File: config.mk
export PLATFORM = sky130hd
export DESIGN_NAME = seq_loader_flat
export DESIGN_NICKNAME = d
export VERILOG_FILES = /design/src/rtl/seq_loader_if.sv /design/src/rtl/seq_loader.sv /design/src/flat_wrapper.sv
export SDC_FILE = /design/constraint.sdc
export NUM_CORES = 1
export LEC_CHECK = 0
export BUFFER_PORTS_ARGS = -buffer_cell sky130_fd_sc_hd__buf_2
export CORE_ASPECT_RATIO = 0.6
export CORE_MARGIN = 3
export CORE_UTILIZATION = 65
export DETAILED_ROUTE_END_ITERATION = 12
export PLACE_DENSITY = 0.88
export SYNTH_ARGS = -nofsm -noshare
export SYNTH_HDL_FRONTEND = slang
export SYNTH_SLANG_ARGS = --single-unit
File: constraint.sdc
create_clock -name clk -period 3 [get_ports clk]
set_input_delay 0.3 -clock clk [delete_from_list [all_inputs] [get_ports clk]]
set_output_delay 0.3 -clock clk [all_outputs]
set_load 0.01 [all_outputs]
File: src/rtl/seq_loader_if.sv
// seq_loader_if: groups the character stream, clear, read port and status
// outputs of seq_loader into one bundle.
//   char_valid_i/char_i/clear_i    : code stream and restart from the converter
//   rd_sel_i/rd_addr_i/rd_data_o   : random-access base read port for the NW engine
//   len_a_o/len_b_o                : stored lengths
//   busy_o/done_o/seq_ready_o      : load progress
//   ovf_o/bad_char_o               : sticky error flags
interface seq_loader_if #(
  parameter int unsigned AW = 5
);
  logic          char_valid_i;
  logic [2:0]    char_i;
  logic          clear_i;
  logic          rd_sel_i;
  logic [AW-1:0] rd_addr_i;
  logic [2:0]    rd_data_o;
  logic [AW-1:0] len_a_o;
  logic [AW-1:0] len_b_o;
  logic          busy_o;
  logic          done_o;
  logic          seq_ready_o;
  logic          ovf_o;
  logic          bad_char_o;

  modport master (
    output char_valid_i, char_i, clear_i, rd_sel_i, rd_addr_i,
    input  rd_data_o, len_a_o, len_b_o, busy_o, done_o, seq_ready_o, ovf_o, bad_char_o
  );

  modport slave (
    input  char_valid_i, char_i, clear_i, rd_sel_i, rd_addr_i,
    output rd_data_o, len_a_o, len_b_o, busy_o, done_o, seq_ready_o, ovf_o, bad_char_o
  );
endinterface

File: src/rtl/seq_loader.sv
// seq_loader: assembles sequences A and B from 3-bit nucleotide codes
// ('#'-separated), tracks their lengths and serves bases to the NW engine.
//   clk, rst : clock and synchronous active-high reset
//   bus      : seq_loader_if slave (code stream, clear, read port, status)
module seq_loader #(
  parameter int unsigned MAXLEN = 16,
  parameter int unsigned AW     = 5
) (
  input  logic         clk,
  input  logic         rst,
  seq_loader_if.slave  bus
);
  localparam int unsigned IW = (MAXLEN > 1) ? $clog2(MAXLEN) : 1;

  typedef enum logic [1:0] {IDLE, LOAD_A, LOAD_B, DONE} state_t;

  state_t        state_q;
  logic [AW-1:0] len_a_q, len_b_q;
  logic          busy_q, done_q, seq_ready_q, ovf_q, bad_char_q;
  logic [2:0]    mem_a [MAXLEN];
  logic [2:0]    mem_b [MAXLEN];

  logic is_base, is_sep, accept, full_a, full_b;
  logic in_a, in_b, wr_a, wr_b, drop, bad;

  // Decode the incoming code and derive write/flag strobes.
  always_comb begin
    is_base = 1'b0;
    is_sep  = 1'b0;
    case (bus.char_i)
      3'b001, 3'b110, 3'b100, 3'b011: is_base = 1'b1;
      3'b010:                         is_sep  = 1'b1;
      default:                        ;
    endcase
    accept = bus.char_valid_i & ~bus.clear_i & ~rst;
    full_a = (len_a_q >= AW'(MAXLEN));
    full_b = (len_b_q >= AW'(MAXLEN));
    // IDLE always has len_a == 0, so the first base lands in A[0] via the same path.
    in_a   = (state_q == IDLE) || (state_q == LOAD_A);
    in_b   = (state_q == LOAD_B);
    wr_a   = accept & is_base & in_a & ~full_a;
    wr_b   = accept & is_base & in_b & ~full_b;
    drop   = accept & is_base & ((in_a & full_a) | (in_b & full_b));
    bad    = accept & ~is_base & ~is_sep & (state_q != DONE);
  end

  // Control FSM, lengths and registered status.
  always_ff @(posedge clk) begin
    if (rst || bus.clear_i) begin
      state_q     <= IDLE;
      len_a_q     <= '0;
      len_b_q     <= '0;
      busy_q      <= 1'b0;
      done_q      <= 1'b0;
      seq_ready_q <= 1'b0;
      ovf_q       <= 1'b0;
      bad_char_q  <= 1'b0;
    end else begin
      seq_ready_q <= 1'b0;
      if (wr_a) len_a_q <= len_a_q + AW'(1);
      if (wr_b) len_b_q <= len_b_q + AW'(1);
      if (drop) ovf_q <= 1'b1;
      if (bad)  bad_char_q <= 1'b1;
      if (bus.char_valid_i) begin
        case (state_q)
          IDLE: begin
            if (is_base) begin
              state_q <= LOAD_A;
              busy_q  <= 1'b1;
            end
          end
          LOAD_A: begin
            if (is_sep) state_q <= LOAD_B;
          end
          LOAD_B: begin
            // An empty B is not allowed; '#' only terminates once B has a base.
            if (is_sep && (len_b_q != '0)) begin
              state_q     <= DONE;
              busy_q      <= 1'b0;
              done_q      <= 1'b1;
              seq_ready_q <= 1'b1;
            end
          end
          default: ;
        endcase
      end
    end
  end

  // Base storage; not reset, stale entries are masked on read.
  always_ff @(posedge clk) begin
    if (wr_a) mem_a[len_a_q[IW-1:0]] <= bus.char_i;
    if (wr_b) mem_b[len_b_q[IW-1:0]] <= bus.char_i;
  end

  // Zero-latency read port gated by the selected length.
  logic [AW-1:0] sel_len;
  logic [2:0]    sel_data;
  always_comb begin
    sel_len       = bus.rd_sel_i ? len_b_q : len_a_q;
    sel_data      = bus.rd_sel_i ? mem_b[bus.rd_addr_i[IW-1:0]] : mem_a[bus.rd_addr_i[IW-1:0]];
    bus.rd_data_o = (bus.rd_addr_i < sel_len) ? sel_data : 3'b000;
  end

  assign bus.len_a_o     = len_a_q;
  assign bus.len_b_o     = len_b_q;
  assign bus.busy_o      = busy_q;
  assign bus.done_o      = done_q;
  assign bus.seq_ready_o = seq_ready_q;
  assign bus.ovf_o       = ovf_q;
  assign bus.bad_char_o  = bad_char_q;
endmodule
File: src/flat_wrapper.sv
// flat-port wrapper written by rule: the top's interface ports become plain ports
module seq_loader_flat 
#(
  parameter int unsigned MAXLEN = 16,
  parameter int unsigned AW     = 5
)
  (clk, rst, bus_char_valid_i, bus_char_i, bus_clear_i, bus_rd_sel_i, bus_rd_addr_i, bus_rd_data_o, bus_len_a_o, bus_len_b_o, bus_busy_o, bus_done_o, bus_seq_ready_o, bus_ovf_o, bus_bad_char_o);
  seq_loader_if #(.AW(AW)) bus_i ();
  input  logic clk;
  input  logic rst;
  input wire logic [$bits(bus_i.char_valid_i)-1:0] bus_char_valid_i;
  input wire logic [$bits(bus_i.char_i)-1:0] bus_char_i;
  input wire logic [$bits(bus_i.clear_i)-1:0] bus_clear_i;
  input wire logic [$bits(bus_i.rd_sel_i)-1:0] bus_rd_sel_i;
  input wire logic [$bits(bus_i.rd_addr_i)-1:0] bus_rd_addr_i;
  output wire logic [$bits(bus_i.rd_data_o)-1:0] bus_rd_data_o;
  output wire logic [$bits(bus_i.len_a_o)-1:0] bus_len_a_o;
  output wire logic [$bits(bus_i.len_b_o)-1:0] bus_len_b_o;
  output wire logic [$bits(bus_i.busy_o)-1:0] bus_busy_o;
  output wire logic [$bits(bus_i.done_o)-1:0] bus_done_o;
  output wire logic [$bits(bus_i.seq_ready_o)-1:0] bus_seq_ready_o;
  output wire logic [$bits(bus_i.ovf_o)-1:0] bus_ovf_o;
  output wire logic [$bits(bus_i.bad_char_o)-1:0] bus_bad_char_o;
  assign bus_i.char_valid_i = bus_char_valid_i;
  assign bus_i.char_i = bus_char_i;
  assign bus_i.clear_i = bus_clear_i;
  assign bus_i.rd_sel_i = bus_rd_sel_i;
  assign bus_i.rd_addr_i = bus_rd_addr_i;
  assign bus_rd_data_o = bus_i.rd_data_o;
  assign bus_len_a_o = bus_i.len_a_o;
  assign bus_len_b_o = bus_i.len_b_o;
  assign bus_busy_o = bus_i.busy_o;
  assign bus_done_o = bus_i.done_o;
  assign bus_seq_ready_o = bus_i.seq_ready_o;
  assign bus_ovf_o = bus_i.ovf_o;
  assign bus_bad_char_o = bus_i.bad_char_o;
  seq_loader #(.MAXLEN(MAXLEN), .AW(AW)) u_core (.clk(clk), .rst(rst), .bus(bus_i));
endmodule
==> flow_summary.json <==
{
  "syn_inst": 358,
  "syn-num-nets": 387,
  "critPathArrivalTime_ns": 2.44,
  "syn2layout_area_growth_pct": 18.00,
  "grt-ovfl-total": 0,
  "leakagePower_nw": 2.165,
  "gp_congestion": 0.8962,
  "tns_ns": 0,
  "die_w_um": 118.9,
  "synthDistinctLibCells": 35,
  "drtIter0Drc": 379,
  "cts_tree": "done",
  "post_cts_resized": 0,
  "grt_setup_unrepaired": "false",
  "ys_seq_area_share_pct": 64.84,
  "clockBufferDepth": 2,
  "synth.cell_area_mm2": 0.004971,
  "status": "completed",
  "track_usage_pct": 26.86,
  "period_share_pct": 91.25,
  "crit_chain": "mux2i_1 -> ha_1 -> o21a_1 -> o2111ai_1 -> nand2_1 -> nor4_1 -> buf_2",
  "drv_slew": 0,
  "end_kind": "primary output",
  "cts_made_buffers": 17,
  "ys_top_cells_by_count": "edfxtp_1 (96), mux2i_1 (56), nor2_1 (43)",
  "fillers": 407,
  "synth_compound_area_share_pct": 6.871,
  "setup_violations": 0,
  "dp_hpwl_mm": 7.220,
  "io_buffer_count": 30,
  "start_util_pct": 67.84,
  "insertion_delay_ns": 0.41,
  "post_cts_buffers": 0,
  "worst_pin_slew_ns": 1.034,
  "antenna_found_initial": 0,
  "synthXorXnorAreaFrac_pct": 1.410,
  "die_area_mm2": 0.008768,
  "slew_headroom_pct": 30.92,
  "synth.avg_cell_area_um2": 13.89,
  "cellPowerDensity_mw_per_mm2": 686.8,
  "h-tree-depth": 4,
  "synth_edf_count": 96,
  "grt_pass1_vias": 3087,
  "worstPathRequired_ns": 2.70,
  "yosysTopAreaCell": "edfxtp_1",
  "clkTransAtPathRegs_ns": 0.05,
  "vias_per_cell": 6.310,
  "max_cap_violations": 0,
  "cts.sinks": 113,
  "drt_wl_total_mm": 11.05,
  "synth_fa_ha_area_share_pct": 4.027,
  "holdBufCountCts": 0,
  "finClkSkew_ns": 0.006409,
  "synth-simple-area-share_pct": 9.237,
  "first_pass_iters": 5,
  "antennaDiodeCount": 0,
  "synth_ff_type": "edfxtp_1",
  "vias": 3256,
  "holdWs_ns": 0.1776,
  "synth_top_family_by_area": "multiplexers",
  "row_count": 24,
  "cp-start-kind": "register",
  "min_period_ns": 2.738,
  "max_stage_delay_ns": 0.50,
  "hold_class": "in2reg",
  "drcViolationCount": 0,
  "vdd_ir_drop_max_mv": 0.6231,
  "nets": 428,
  "design.core.area_mm2": 0.007327,
  "pin_count": 31,
  "cts-root-buf": "clkbuf_16",
  "synth_top_cell_area_share_pct": 57.99,
  "grt_max_degree": 37,
  "yosys_warnings": 0,
  "grt_pass1_wl_mm": 16.97,
  "yosysMostFrequentCell": "edfxtp_1",
  "critPathKind": "reg2out",
  "synth_mux_area_share_pct": 11.28,
  "yosys-top-cells-area": "edfxtp_1 (58%), mux2i_1 (11%), dfxtp_1 (6.8%)",
  "slowest_stage": "dfxtp_1",
  "worst-path-max-fanout": 7,
  "die_h_um": 73.74,
  "ys_async_sr_fraction_pct": 0,
  "drive_above_1_share_pct": 17.72,
  "ys_ff_latch": 113,
  "hold_violations": 0,
  "wl_per_cell_um": 21.41,
  "max_freq_mhz": 365.3,
  "ant_nets": 0
}
-- cell type report --
type	instances	area, um2	area share, %
sequential	113	3223	54.95
multi-input combinational	219	1632	27.82
clock buffer	21	440.4	7.509
timing repair buffer	40	225.2	3.840
clock inverter	11	185.2	3.157
tap	104	130.1	2.218
inverter	8	30.03	0.5119
-- layer usage --
metal | wire [um] | vias up | track usage, %
met5 | 0 | - | 0
met4 | 208 | 0 | 12.45
met3 | 1355 | 21 | 10.00
met2 | 4873 | 213 | 39.37
met1 | 4611 | 1576 | 36.14
li1 | - | 1446 | -
-- cell families after synthesis --
family,count (synthesis)
buf+inv,26
compound gates,46
fa+ha+maj,16
simple gates,93
mux,56
flops,113
xor+xnor,8
-- power by group --
part           internal [mW]  switching [mW]
Combinational         0.0681           0.116
Clock                   1.47           0.670
Sequential              1.71         0.00246
Total                   3.24           0.788
-- cells in the final DEF (no fill, tap or decap), drive strengths merged, types with 3 or more instances in the layout --
cell type  Yosys  routed
a21oi          9       9
a221oi         9       9
a22o           9       9
a22oi          7       7
buf            6      40
bufinv         0       5
clkbuf        12      21
clkinv         0       4
dfxtp         17      17
edfxtp        96      96
ha            16      16
inv            8       9
mux2i         56      56
nand2         15      15
nand2b         7       7
nor2          43      43
nor3          12      12
nor4           5       5
o21a           3       3
o22ai          3       3
xnor2          3       3
xor2           5       5
-- worst paths after layout --
path                                            start               endpoint  slack (ns)  cells past startpoint
worst max-delay path            u_core.bus.len_b_o[1]       bus_rd_data_o[1]        0.26                      7
worst min-delay path                              rst  u_core.bus.len_b_o[4]        0.18                      3
worst max register to register      u_core.state_q[0]     u_core.mem_b[1][0]        0.83                      6
worst min register to register      u_core.bus.done_o      u_core.bus.done_o        0.45                      2
-- stage by stage --
| step | instance area [um2] | setup slack [ns] | power [mW] | util (%) | cells |
|---|---|---|---|---|---|
| floorplan | 4971 | 0.7857 | 1.851 | - | 358 |
| global placement | 5240 | 0.6154 | 1.914 | 71.52 | 484 |
| detailed placement | 5240 | 0.5397 | 1.920 | 71.52 | 484 |
| CTS | 5866 | 0.2992 | 4.040 | 80.05 | 516 |
| global route | 5866 | 0.1606 | 4.117 | 80.05 | 516 |
| finish | 5866 | 0.2624 | 4.028 | 80.05 | 516 |
-- registers in the layout, summed over array words and instances, names as in the netlist --
name,count
u_core.bus.bad_char_o,1
u_core.bus.busy_o,1
u_core.bus.done_o,1
u_core.bus.len_a_o,5
u_core.bus.len_b_o,5
u_core.bus.ovf_o,1
u_core.bus.seq_ready_o,1
u_core.mem_a,48
u_core.mem_b,48
u_core.state_q,2
-- critical path: cells and delay by family (launching register included) --
kind                     cells  cell delay, ns
AND/OR/NAND/NOR              2            0.57
AO/OA/AOI/OAI                2            0.30
multiplexers                 1            0.16
flip-flops                   1            0.50
buffers and inverters        1            0.21
adder cells (fa/ha/maj)      1            0.31
No activity file was read; power rests on OpenSTA's default activity.
